## config.mk

```make
export PLATFORM = sky130hd
export DESIGN_NAME = rd_trig_sched
export DESIGN_NICKNAME = d
export VERILOG_FILES = /design/src/rtl/rd_trig_pkg.sv /design/src/rtl/rd_rr_arbiter.sv /design/src/rtl/rd_trig_sched.sv
export SDC_FILE = /design/constraint.sdc
export NUM_CORES = 1
export LEC_CHECK = 0
export CAP_MARGIN = 20
export CORE_MARGIN = 4
export CORE_UTILIZATION = 53
export CTS_CLUSTER_SIZE = 24
export DETAILED_ROUTE_END_ITERATION = 6
export PLACE_DENSITY = 0.8
export SYNTH_ARGS = -nofsm -noshare
export SYNTH_HDL_FRONTEND = slang
export SYNTH_SLANG_ARGS = --single-unit
```

## constraint.sdc

```tcl
create_clock -name CLK -period 6.09 [get_ports CLK]
set_input_delay 0.609 -clock CLK [delete_from_list [all_inputs] [get_ports CLK]]
set_output_delay 0.609 -clock CLK [all_outputs]
set_load 0.03 [all_outputs]
```

## src/rtl/rd_trig_pkg.sv

```systemverilog
// Shared types and constants for the radio-detector trigger scheduler.
package rd_trig_pkg;

  typedef enum logic [1:0] {
    ST_IDLE  = 2'd0,
    ST_PULSE = 2'd1,
    ST_DEAD  = 2'd2
  } state_t;

  localparam int              CNT_W   = 16;
  localparam logic [CNT_W-1:0] CNT_SAT = 16'hFFFF;

  // Statistics counters stick at all-ones instead of wrapping.
  function automatic logic [CNT_W-1:0] sat_add(input logic [CNT_W-1:0] a,
                                                input logic [3:0]       b);
    logic [CNT_W:0] sum;
    sum = {1'b0, a} + {{(CNT_W-3){1'b0}}, b};
    return sum[CNT_W] ? CNT_SAT : sum[CNT_W-1:0];
  endfunction

endpackage

```

## src/rtl/rd_rr_arbiter.sv

```systemverilog
// Combinational round-robin pick: first pending index at or after ptr, wrapping.
module rd_rr_arbiter
  import rd_trig_pkg::*;
#(
  parameter int NREQ = 4,
  localparam int IW  = $clog2(NREQ)
) (
  input  logic [NREQ-1:0] pending,
  input  logic [IW-1:0]   ptr,
  output logic [NREQ-1:0] sel,
  output logic            valid
);

  logic          found;
  logic [IW-1:0] idx;

  always_comb begin
    sel   = '0;
    found = 1'b0;
    idx   = '0;
    for (int k = 0; k < NREQ; k++) begin
      idx = IW'((int'(ptr) + k) % NREQ);
      if (!found && pending[idx]) begin
        sel[idx] = 1'b1;
        found    = 1'b1;
      end
    end
    valid = found;
  end

endmodule

```

## src/rtl/rd_trig_sched.sv

```systemverilog
// Round-robin trigger scheduler: one shared output pulse of programmable width
// followed by a programmable dead time, with issued/dropped statistics.
module rd_trig_sched
  import rd_trig_pkg::*;
#(
  parameter int NREQ  = 4,
  parameter int WBITS = 8,
  parameter int DBITS = 16
) (
  input  logic             CLK,
  input  logic             RST,
  input  logic             ENABLE,
  input  logic [NREQ-1:0]  REQ,
  input  logic [WBITS-1:0] PULSE_WIDTH,
  input  logic [DBITS-1:0] DEAD_TIME,
  input  logic             CLR_CNT,
  output logic             OUT,
  output logic [NREQ-1:0]  GRANT,
  output logic             BUSY,
  output logic [CNT_W-1:0] TRIG_CNT,
  output logic [CNT_W-1:0] DROP_CNT
);

  localparam int IW = $clog2(NREQ);
  localparam int CW = (WBITS > DBITS) ? WBITS : DBITS;

  state_t          state;
  logic [NREQ-1:0] pending;
  logic [IW-1:0]   ptr;
  logic [CW-1:0]   cnt;

  logic [NREQ-1:0] arb_sel;
  logic            arb_valid;
  logic            do_grant;
  logic [NREQ-1:0] grant_clr;
  logic [NREQ-1:0] dropped;
  logic [NREQ-1:0] pend_next;
  logic [IW-1:0]   sel_idx;
  logic [IW-1:0]   ptr_next;
  logic [3:0]      drop_num;
  logic [CW-1:0]   pw_load;
  logic [CW-1:0]   dead_load;

  rd_rr_arbiter #(.NREQ(NREQ)) u_arb (
    .pending (pending),
    .ptr     (ptr),
    .sel     (arb_sel),
    .valid   (arb_valid)
  );

  // A grant frees its source's pending bit in the same cycle, so a repeat
  // request from that source on the grant edge is kept rather than dropped.
  assign do_grant  = (state == ST_IDLE) && arb_valid && ENABLE;
  assign grant_clr = do_grant ? arb_sel : '0;
  assign dropped   = ENABLE ? (REQ & pending & ~grant_clr) : '0;
  assign pend_next = ENABLE ? ((pending & ~grant_clr) | REQ) : '0;

  assign pw_load   = (PULSE_WIDTH == '0) ? '0 : CW'(PULSE_WIDTH) - CW'(1);
  assign dead_load = CW'(DEAD_TIME) - CW'(1);
  assign ptr_next  = (sel_idx == IW'(NREQ - 1)) ? '0 : sel_idx + IW'(1);

  always_comb begin
    sel_idx  = '0;
    drop_num = '0;
    for (int i = 0; i < NREQ; i++) begin
      if (arb_sel[i]) sel_idx = IW'(i);
      drop_num = drop_num + 4'(dropped[i]);
    end
  end

  always_ff @(posedge CLK) begin
    if (RST) begin
      state    <= ST_IDLE;
      pending  <= '0;
      ptr      <= '0;
      cnt      <= '0;
      OUT      <= 1'b0;
      GRANT    <= '0;
      BUSY     <= 1'b0;
      TRIG_CNT <= '0;
      DROP_CNT <= '0;
    end else begin
      GRANT   <= '0;
      pending <= pend_next;

      if (CLR_CNT) begin
        TRIG_CNT <= '0;
        DROP_CNT <= '0;
      end else begin
        TRIG_CNT <= sat_add(TRIG_CNT, {3'b000, do_grant});
        DROP_CNT <= sat_add(DROP_CNT, drop_num);
      end

      case (state)
        ST_IDLE: begin
          if (do_grant) begin
            GRANT <= arb_sel;
            OUT   <= 1'b1;
            BUSY  <= 1'b1;
            ptr   <= ptr_next;
            cnt   <= pw_load;
            state <= ST_PULSE;
          end
        end
        ST_PULSE: begin
          if (cnt == '0) begin
            OUT <= 1'b0;
            if (DEAD_TIME == '0) begin
              BUSY  <= 1'b0;
              state <= ST_IDLE;
            end else begin
              cnt   <= dead_load;
              state <= ST_DEAD;
            end
          end else begin
            cnt <= cnt - CW'(1);
          end
        end
        ST_DEAD: begin
          if (cnt == '0) begin
            BUSY  <= 1'b0;
            state <= ST_IDLE;
          end else begin
            cnt <= cnt - CW'(1);
          end
        end
        default: begin
          OUT   <= 1'b0;
          BUSY  <= 1'b0;
          state <= ST_IDLE;
        end
      endcase
    end
  end

endmodule

```

==> results.sh, run 1 <==
export IMPL_synth_top_flop_cell="dfxtp_1"
export IMPL_fin_crit_ps=5220
export IMPL_finalSetupTns_ps=0
export IMPL_finClkSkew_ps=7.006
export IMPL_synth_warnings=0
export IMPL_fill_cells=631
export IMPL_ys_seq_elements=62
export IMPL_synth_cell_type_count=70
export IMPL_finalSetupViolations=0
export IMPL_avgRoutedWirePerCell_um=15.40
export IMPL_die_h_um=94.59
export IMPL_io_pins=70
export IMPL_maxSlewViolCount=0
export IMPL_root_buffer="clkbuf_8"
export IMPL_start_kind="flip-flop"
export IMPL_cts_tree="done"
export IMPL_grt_max_degree=33
export IMPL_multi_input_area_um2=2535
export IMPL_hpwl_um=7005
export IMPL_cts_resized=0
export IMPL_io_buffers=69
export IMPL_worst_pin_slew_ps=704.3
export IMPL_grt_pass1_vias=3555
export IMPL_antenna_left=0
export IMPL_ys_async_sr_fraction_pct=0
export IMPL_globalRouteOverflowTotal=0
export IMPL_hp_class="flip-flop to flip-flop"
export IMPL_fp_dieW_um=94.59
export IMPL_status="complete, no violations"
export IMPL_ir_drop_mv=0.1532
export IMPL_endpoint_kind="flip-flop"
export IMPL_power_leakage_nw=1.715
export IMPL_initial_utilization_pct=54.79
export IMPL_crit_arrival_ps=5410
export IMPL_fin_util_pct=68.00
export IMPL_syn_nets=517
export IMPL_post_cts_setup_buffer_count=0
export IMPL_finalPower_mw=1.266
export IMPL_syn_cell_area_um2=3974
export IMPL_vias_per_cell=5.844
export IMPL_area_growth_pct=24.12
export IMPL_drc=0
export IMPL_clockBufferDepth=2
export IMPL_numClockSinks=62
export IMPL_critPathKind="flip-flop to flip-flop"
export IMPL_finalCritPeriodShare_pct=85.72
export IMPL_antenna_cells=0
export IMPL_ys_seq_area_share_pct=31.23
export IMPL_htreeDepth=3
export IMPL_firstDrtPassIters=6
export IMPL_fmax_mhz=191.6
export IMPL_synth_edf_count=0
export IMPL_hold_violations=0
export IMPL_layout_nets=580
export IMPL_grtUsageTotal_pct=22.38
export IMPL_drive_gt1_share_pct=7.345
export IMPL_grt_antenna_before_repair=0
export IMPL_clkLatencyLatePin_ps=330
export IMPL_rsz0062_at_grt="false"
export IMPL_worst_ep_required_time_ps=6280
export IMPL_grt_pass1_wl_um=16210
export IMPL_regArea_um2=1241
export IMPL_drt_initial_drc_count=215
export IMPL_cts_buffers_inserted=9
export IMPL_maxCapViolations=0
export IMPL_worst_path_max_fanout=13
export IMPL_syn_avg_cell_area_um2=8.564
export IMPL_p_per_area_nw_per_um2=256.7
export IMPL_cts_hold_buf=0
export IMPL_vias=3682
export IMPL_routed_wl_um=9704
export IMPL_std_cell_rows=31
export IMPL_place_congestion=0.8415
export IMPL_dieArea_um2=8947
export IMPL_syn_inst=464
export IMPL_design_core_area_um2=7253
export IMPL_path_clk_slew_ps=70
export IMPL_relSlewSlack_pct=52.90
-- report_power, final --
part           total (mW)  switching, mW  internal [mW]
Clock               0.436          0.155          0.280
Combinational       0.376          0.212          0.164
Sequential          0.454         0.0277          0.426
-- synth_stat cells, types with 4 or more instances --
| master | instances | share of area (%) |
|---|---|---|
| buf_2 | 5 | 0.63 |
| nand2_1 | 28 | 2.6 |
| a211oi_1 | 5 | 0.94 |
| mux2i_1 | 5 | 1.3 |
| ha_1 | 18 | 5.7 |
| a21oi_1 | 47 | 5.9 |
| xnor2_1 | 31 | 6.8 |
| a31oi_1 | 4 | 0.63 |
| o31ai_1 | 4 | 0.76 |
| o22ai_1 | 9 | 1.4 |
| nor3_1 | 11 | 1.4 |
| nor2_1 | 36 | 3.4 |
| nor2b_1 | 5 | 0.79 |
| nor4_1 | 7 | 1.1 |
| inv_1 | 25 | 2.4 |
| nand3_1 | 18 | 2.3 |
| or4_1 | 5 | 0.94 |
| nor3b_1 | 5 | 0.94 |
| o21ai_0 | 11 | 1.4 |
| a32o_1 | 8 | 2.0 |
| or3_1 | 4 | 0.63 |
| clkbuf_1 | 9 | 0.85 |
| and3_1 | 5 | 0.79 |
| xor2_1 | 18 | 4.0 |
| dfxtp_1 | 62 | 31 |
-- worst paths after layout --
| check | depth (start not counted) | to | startpoint | slack [ps] |
|---|---|---|---|---|
| max reg2reg | 16 | DROP_CNT[3] | ptr[0] | 870 |
| min reg2reg | 2 | OUT | OUT | 500 |
| min | 2 | OUT | OUT | 500 |
| max | 16 | DROP_CNT[3] | ptr[0] | 870 |
-- critical path, cell delays in order (launching register included) --
cell,delay (ps)
dfxtp_1,570
inv_1,200
ha_1,410
mux4_2,590
a221o_1,380
a22o_1,250
nand2_1,90
nand4_1,120
fa_1,500
inv_1,50
fa_1,450
fa_1,410
and3_1,190
nand3_1,200
nor2_1,130
nand3_1,410
a21oi_1,140
-- cells by family (layout without fill, tap and decap cells) --
group,Yosys count,after routing,synth area share [%]
mux,8,8,2.676
flops,62,62,31.23
xor+xnor,49,49,10.80
compound gates,123,123,20.78
fa+ha+maj,21,21,7.179
simple gates,157,157,22.36
buf+inv,44,111,4.975
-- flip-flops by register name (all words and copies together), names as in the netlist --
name and cells:
BUSY 1, DROP_CNT 16, GRANT 4, OUT 1, TRIG_CNT 16, cnt 16
pending 4, ptr 2, state 2
-- layout make-up --
type / count / share of cell area (%)
repair buffers: 70 / 14.16
multi-input cells: 358 / 51.40
clock buffers: 11 / 2.867
inverters: 26 / 1.979
well taps: 99 / 2.511
flip-flops and latches: 62 / 25.16
clock inverters: 4 / 1.928
-- cell usage in the layout, fill, tap and decap left out, drive strengths merged, types with 4 or more instances in the layout --
cell,instances
o21ai,15
nand4,4
inv,25
nor4,9
a31oi,4
a211oi,5
nor3,12
nand2,28
ha,18
a32o,8
mux2i,5
a21oi,48
or3,5
nand3,18
or4,7
or3b,4
xnor2,31
dfxtp,62
o31ai,4
and3,6
clkdlybuf4s50,69
nor2b,5
nor3b,5
o22ai,12
clkbuf,11
or2,7
nor2,36
xor2,18
-- per-stage QoR --
| stage | cells | cell area [um^2] | hold WS (ps) | setup slack (ps) |
|---|---|---|---|---|
| final | 630 | 4932 | 501.7 | 869.9 |
| after global routing | 630 | 4932 | 539.2 | 509.8 |
| after CTS | 630 | 4932 | 513.3 | 882.1 |
| after detailed placement | 615 | 4696 | 500.5 | 879.1 |
| after global placement | 615 | 4696 | 457.5 | 1049 |
| after floorplan | 464 | 3974 | 457.3 | 1310 |
-- routing by layer --
layer  global-route usage [%]  part of all wire, %  up-vias
met5                        0                    0        -
met4                    7.933                  1.5        0
met3                    5.020                  5.5       12
met2                    36.94                   48      105
met1                    28.74                   45     1757
li1                         -                    -     1808
No activity file was read; power rests on OpenSTA's default activity.
==> run 2: changes to the inputs <==
--- a/config.mk
+++ b/config.mk
@@ -10,6 +10,7 @@
 export CORE_UTILIZATION = 53
 export CTS_CLUSTER_SIZE = 24
 export DETAILED_ROUTE_END_ITERATION = 6
+export GPL_ROUTABILITY_DRIVEN = 0
 export PLACE_DENSITY = 0.8
 export SYNTH_ARGS = -nofsm -noshare
 export SYNTH_HDL_FRONTEND = slang
==> run 2 against run 1 <==
  * Hold slack worse by 21 ps
  * Sequential cell count unchanged
  * Critical path type unchanged
  * Utilization up 0.24 points
  * Power up 1.2%
  * Critical path depth unchanged
  * Highest routed layer unchanged
  * Via count up 1.0%
  * Clock-buffer cell count down 1
  * Setup slack worse by 64 ps
==> results.sh, run 2 (synthesis results as in run 1) <==
export IMPL_status="complete, no violations"
export IMPL_worst_ep_required_time_ps=6290
export IMPL_fin_util_pct=68.24
export IMPL_cts_hold_buf=0
export IMPL_grt_pass1_wl_um=16550
export IMPL_hpwl_um=7131
export IMPL_relSlewSlack_pct=58.17
export IMPL_die_h_um=94.59
export IMPL_fp_dieW_um=94.59
export IMPL_initial_utilization_pct=54.79
export IMPL_whs_ps=480.8
export IMPL_std_cell_rows=31
export IMPL_globalRouteOverflowTotal=0
export IMPL_fill_cells=615
export IMPL_cts_tree="done"
export IMPL_cp_cell_sequence="inv_1 -> ha_1 -> mux4_2 -> a221o_1 -> a22o_1 -> nand2_1 -> nand4_1 -> fa_1 -> inv_1 -> fa_1 -> fa_1 -> and3_1 -> nand3_1 -> nor2_1 -> nand3_1 -> a21oi_1"
export IMPL_path_clk_slew_ps=70
export IMPL_grt_max_degree=33
export IMPL_finClkSkew_ps=10.62
export IMPL_drc=0
export IMPL_vias=3719
export IMPL_antenna_cells=0
export IMPL_power_leakage_nw=1.726
export IMPL_p_per_area_nw_per_um2=258.8
export IMPL_worst_path_max_fanout=13
export IMPL_antenna_left=0
export IMPL_avgRoutedWirePerCell_um=15.87
export IMPL_grt_antenna_before_repair=0
export IMPL_finalSetupViolations=0
export IMPL_slowest_delay_ps=600
export IMPL_htreeDepth=3
export IMPL_drt_initial_drc_count=189
export IMPL_start_kind="flip-flop"
export IMPL_grtUsageTotal_pct=23.01
export IMPL_fmax_mhz=189.3
export IMPL_io_buffers=69
export IMPL_finalSetupTns_ps=0
export IMPL_finalCritPeriodShare_pct=86.76
export IMPL_crit_path_frequent_cell="fa_1"
export IMPL_worst_pin_slew_ps=609.9
export IMPL_maxSlewViolCount=0
export IMPL_fin_crit_ps=5284
export IMPL_layout_nets=581
export IMPL_cts_buffers_inserted=9
export IMPL_routed_wl_um=10030
export IMPL_io_pins=70
export IMPL_vias_per_cell=5.884
export IMPL_ir_drop_mv=0.1403
export IMPL_design_core_area_um2=7253
export IMPL_crit_slowest_cell="mux4_2"
export IMPL_maxCapViolations=0
export IMPL_layout_common_cells="clkdlybuf4s50_1 (69), dfxtp_1 (62), a21oi_1 (47), nor2_1 (36), xnor2_1 (31)"
export IMPL_grt_pass1_vias=3565
export IMPL_firstDrtPassIters=5
export IMPL_root_buffer="clkbuf_8"
export IMPL_reg_top3="DROP_CNT x16, TRIG_CNT x16, cnt x16"
export IMPL_crit_arrival_ps=5480
export IMPL_clockBufferDepth=2
export IMPL_post_cts_setup_buffer_count=0
export IMPL_hold_violations=0
export IMPL_drive_gt1_share_pct=7.880
export IMPL_dieArea_um2=8947
export IMPL_clkLatencyLatePin_ps=340
export IMPL_hp_class="flip-flop to flip-flop"
export IMPL_area_growth_pct=24.56
export IMPL_cts_resized=0
export IMPL_rsz0062_at_grt="false"
export IMPL_mostFrequentLayoutCell="clkdlybuf4s50_1"
export IMPL_endpoint_kind="flip-flop"
export IMPL_numClockSinks=62
export IMPL_critPathKind="flip-flop to flip-flop"
[run 2: changes by cell type in the layout (fill, tap and decap cells not counted), sizes merged]
cell / previous run / this run
buf: 1 / 2
clkbuf: 11 / 10
clkinv: 2 / 4
[run 2: path summary, 6_finish.rpt]
check	from	to	slack, ps	depth (start not counted)
worst max-delay path	ptr[0]	DROP_CNT[10]	810	16
worst min-delay path	cnt[6]	cnt[6]	480	2
worst max register to register	ptr[0]	DROP_CNT[10]	810	16
worst min register to register	cnt[6]	cnt[6]	480	2
[run 2: routing by layer]
metal | wire [um] | global-route usage [%] | vias up
li1 | - | - | 1816
met1 | 4449 | 29.41 | 1753
met2 | 4777 | 37.41 | 128
met3 | 581 | 4.701 | 22
met4 | 220 | 10.34 | 0
met5 | 0 | 0 | -
[run 2: area by class of cell]
cell class	count	area, um^2	share of cell area, %
inverter	26	97.59	1.972
sequential	62	1241	25.08
tap	99	123.9	2.503
timing repair buffer	71	705.7	14.26
clock inverter	6	108.9	2.199
multi-input combinational	358	2535	51.21
clock buffer	10	137.6	2.781
[run 2: report_power, final]
part	switching, mW	leakage (nW)	internal [mW]
combinational	0.213	1.10	0.165
clock	0.166	0.126	0.282
sequential	0.0281	0.502	0.426
[run 2: per-stage QoR]
| step | total power, mW | std cells | instance area (um^2) | worst slack, ps |
|---|---|---|---|---|
| after global routing | 1.340 | 632 | 4950 | 482.1 |
| after global placement | 0.8236 | 616 | 4703 | 1048 |
| after CTS | 1.282 | 632 | 4950 | 783.4 |
| final | 1.281 | 632 | 4950 | 806.3 |
| after detailed placement | 0.8336 | 616 | 4703 | 852.1 |
| after floorplan | 0.7437 | 464 | 3974 | 1310 |
[run 2: critical path, delay by kind of cell, from the launching register on]
family	cells	cell delay, ps
buffers and inverters	2	260
flip-flops	1	590
AND/OR/NAND/NOR	6	1130
AO/OA/AOI/OAI	3	750
adder cells (fa/ha/maj)	4	1800
multiplexers	1	600
==> run 3: changes to the inputs <==
--- a/config.mk
+++ b/config.mk
@@ -7,11 +7,12 @@
 export LEC_CHECK = 0
 export CAP_MARGIN = 20
 export CORE_MARGIN = 4
-export CORE_UTILIZATION = 53
+export CORE_UTILIZATION = 55
 export CTS_CLUSTER_SIZE = 24
 export DETAILED_ROUTE_END_ITERATION = 6
 export GPL_ROUTABILITY_DRIVEN = 0
-export PLACE_DENSITY = 0.8
+export PLACE_DENSITY_LB_ADDON = 0.2
+export SETUP_SLACK_MARGIN = 0.3
 export SYNTH_ARGS = -nofsm -noshare
 export SYNTH_HDL_FRONTEND = slang
 export SYNTH_SLANG_ARGS = --single-unit
==> constraint.sdc (replaced) <==
create_clock -name CLK -period 6.2 [get_ports CLK]
set_input_delay 0.62 -clock CLK [delete_from_list [all_inputs] [get_ports CLK]]
set_output_delay 0.62 -clock CLK [all_outputs]
set_load 0.03 [all_outputs]
==> run 3 against run 2 <==
  * Hold slack improved by 15 ps
  * Clock-buffer cell count increased by 1
  * Non-clock buffer count unchanged
  * Sequential cell count unchanged
  * First-iteration DRC count increased by 5.3%
  * Critical path depth unchanged
  * Maximum frequency increased by 0.48%
  * Clock skew decreased by 3.4 ps
  * Sequential share of layout area increased by 0.13 points
  * Power decreased by 4.6%
  * Wire length decreased by 1.0%
  * Cell count decreased by 0.47%
==> results.sh, run 3 (synthesis results as in run 1) <==
export IMPL_worst_path_max_fanout=13
export IMPL_reg2reg_depth=16
export IMPL_reg_top3="DROP_CNT x16, TRIG_CNT x16, cnt x16"
export IMPL_io_buffers=69
export IMPL_p_per_area_nw_per_um2=248.3
export IMPL_cts_tree="done"
export IMPL_vias_per_cell=5.865
export IMPL_instances_no_fill=629
export IMPL_mostFrequentLayoutCell="clkdlybuf4s50_1"
export IMPL_hp_start="OUT"
export IMPL_drive_gt1_share_pct=7.692
export IMPL_layout_common_cells="clkdlybuf4s50_1 (69), dfxtp_1 (62), a21oi_1 (47), nor2_1 (36), xnor2_1 (31)"
export IMPL_finalSetupViolations=0
export IMPL_reg2reg_from="ptr[0]"
export IMPL_grt_antenna_before_repair=0
export IMPL_holdPathStages=2
export IMPL_grtUsageTotal_pct=23.40
export IMPL_drt_initial_drc_count=199
export IMPL_initial_utilization_pct=57.54
export IMPL_clkLatencyLatePin_ps=340
export IMPL_cts_resized=0
export IMPL_rrSetupSlack_ps=940
export IMPL_firstDrtPassIters=5
export IMPL_rsz0062_at_grt="false"
export IMPL_regArea_um2=1241
export IMPL_die_h_um=93
export IMPL_path_clk_slew_ps=70
export IMPL_power_leakage_nw=1.702
export IMPL_fp_dieW_um=93
export IMPL_relSlewSlack_pct=57.50
export IMPL_numClockSinks=62
export IMPL_antenna_left=0
export IMPL_area_growth_pct=23.90
export IMPL_io_pins=70
export IMPL_std_cell_rows=30
export IMPL_finalCritPeriodShare_pct=84.82
export IMPL_layout_nets=581
export IMPL_dp_cells=613
export IMPL_critPathKind="flip-flop to flip-flop"
export IMPL_maxSlewViolCount=0
export IMPL_hp_class="flip-flop to flip-flop"
export IMPL_grt_pass1_vias=3594
export IMPL_status="complete, no violations"
export IMPL_htreeDepth=3
export IMPL_timing_rr_end="DROP_CNT[0]"
export IMPL_start_kind="flip-flop"
export IMPL_multi_input_area_um2=2535
export IMPL_hpwl_um=7248
export IMPL_avgRoutedWirePerCell_um=15.78
export IMPL_clockBufferDepth=2
export IMPL_root_buffer="clkbuf_8"
export IMPL_vias=3689
export IMPL_ir_drop_mv=0.1873
export IMPL_cts_buffers_inserted=9
export IMPL_worst_pin_slew_ps=619.7
export IMPL_maxCapViolations=0
export IMPL_routed_wl_um=9925
export IMPL_place_worst_setup_slack_ps=975.3
export IMPL_finalSetupTns_ps=0
export IMPL_fin_ws_ps=941.4
export IMPL_design_core_area_um2=6907
export IMPL_hold_violations=0
export IMPL_fin_crit_ps=5259
export IMPL_dieArea_um2=8649
export IMPL_cts_hold_buf=0
export IMPL_hold_end="OUT"
export IMPL_post_cts_setup_buffer_count=0
export IMPL_crit_arrival_ps=5460
export IMPL_finClkSkew_ps=7.212
export IMPL_fmax_mhz=190.2
export IMPL_grt_max_degree=33
export IMPL_drc=0
export IMPL_endpoint_kind="flip-flop"
export IMPL_fill_cells=589
export IMPL_globalRouteOverflowTotal=0
export IMPL_antenna_cells=0
export IMPL_grt_pass1_wl_um=16570
export IMPL_worst_ep_required_time_ps=6400
run 3: worst max-delay path by stage:
stage	startpoint	end	slack, ps	cells after the start
5_1_grt	ptr[0]	DROP_CNT[6]	600	16
3_3_place_gp	ptr[0]	DROP_CNT[0]	1160	16
2_1_floorplan	ptr[0]	DROP_CNT[10]	1420	18
4_1_cts	ptr[0]	DROP_CNT[0]	950	16
6_report	ptr[0]	DROP_CNT[0]	940	16
3_5_place_dp	ptr[0]	DROP_CNT[0]	980	16
run 3: critical path, stage by stage, from the launching register on:
cell and delay, ps:
dfxtp_1 580, inv_1 190, ha_1 410, mux4_2 590
a221o_1 370, a22o_1 250, nand2_1 90, nand4_1 150
fa_1 520, inv_1 60, fa_1 450, fa_1 410
and3_1 190, nand3_1 200, nor2_1 120, nand3_1 410
a21oi_1 140
run 3: final cells by class:
cell class | instances | share of cell area, %
Sequential cell | 62 | 25.21
Clock inverter | 5 | 1.677
Timing Repair Buffer | 71 | 14.33
Multi-Input combinational cell | 358 | 51.49
Inverter | 26 | 1.982
Tap cell | 96 | 2.440
Clock buffer | 11 | 2.872
run 3: report_power, final:
| part | switching, mW | total, mW | internal [mW] |
|---|---|---|---|
| Sequential | 0.0280 | 0.447 | 0.419 |
| Combinational | 0.209 | 0.371 | 0.162 |
| Clock | 0.167 | 0.405 | 0.237 |
| Total | 0.404 | 1.22 | 0.818 |
run 3: metal layers:
metal / up-vias / part of all wire (%) / GRT usage, %
met4: 0 / 1.5 / 8.303
met2: 125 / 47 / 37.85
met1: 1735 / 45 / 30.22
met3: 12 / 7.0 / 5.953
li1: 1817 / - / -
met5: - / 0 / 0
run 3: per-stage QoR:
stage | power, mW | hold WS [ps] | area, um^2 | util, %
2_1_floorplan | 0.7305 | 457.3 | 3974 | -
3_3_place_gp | 0.8083 | 466.8 | 4700 | 68.04
3_5_place_dp | 0.8187 | 486.1 | 4700 | 68.04
4_1_cts | 1.220 | 496.3 | 4923 | 71.29
5_1_grt | 1.279 | 540.6 | 4923 | 71.29
6_report | 1.222 | 495.4 | 4923 | 71.29
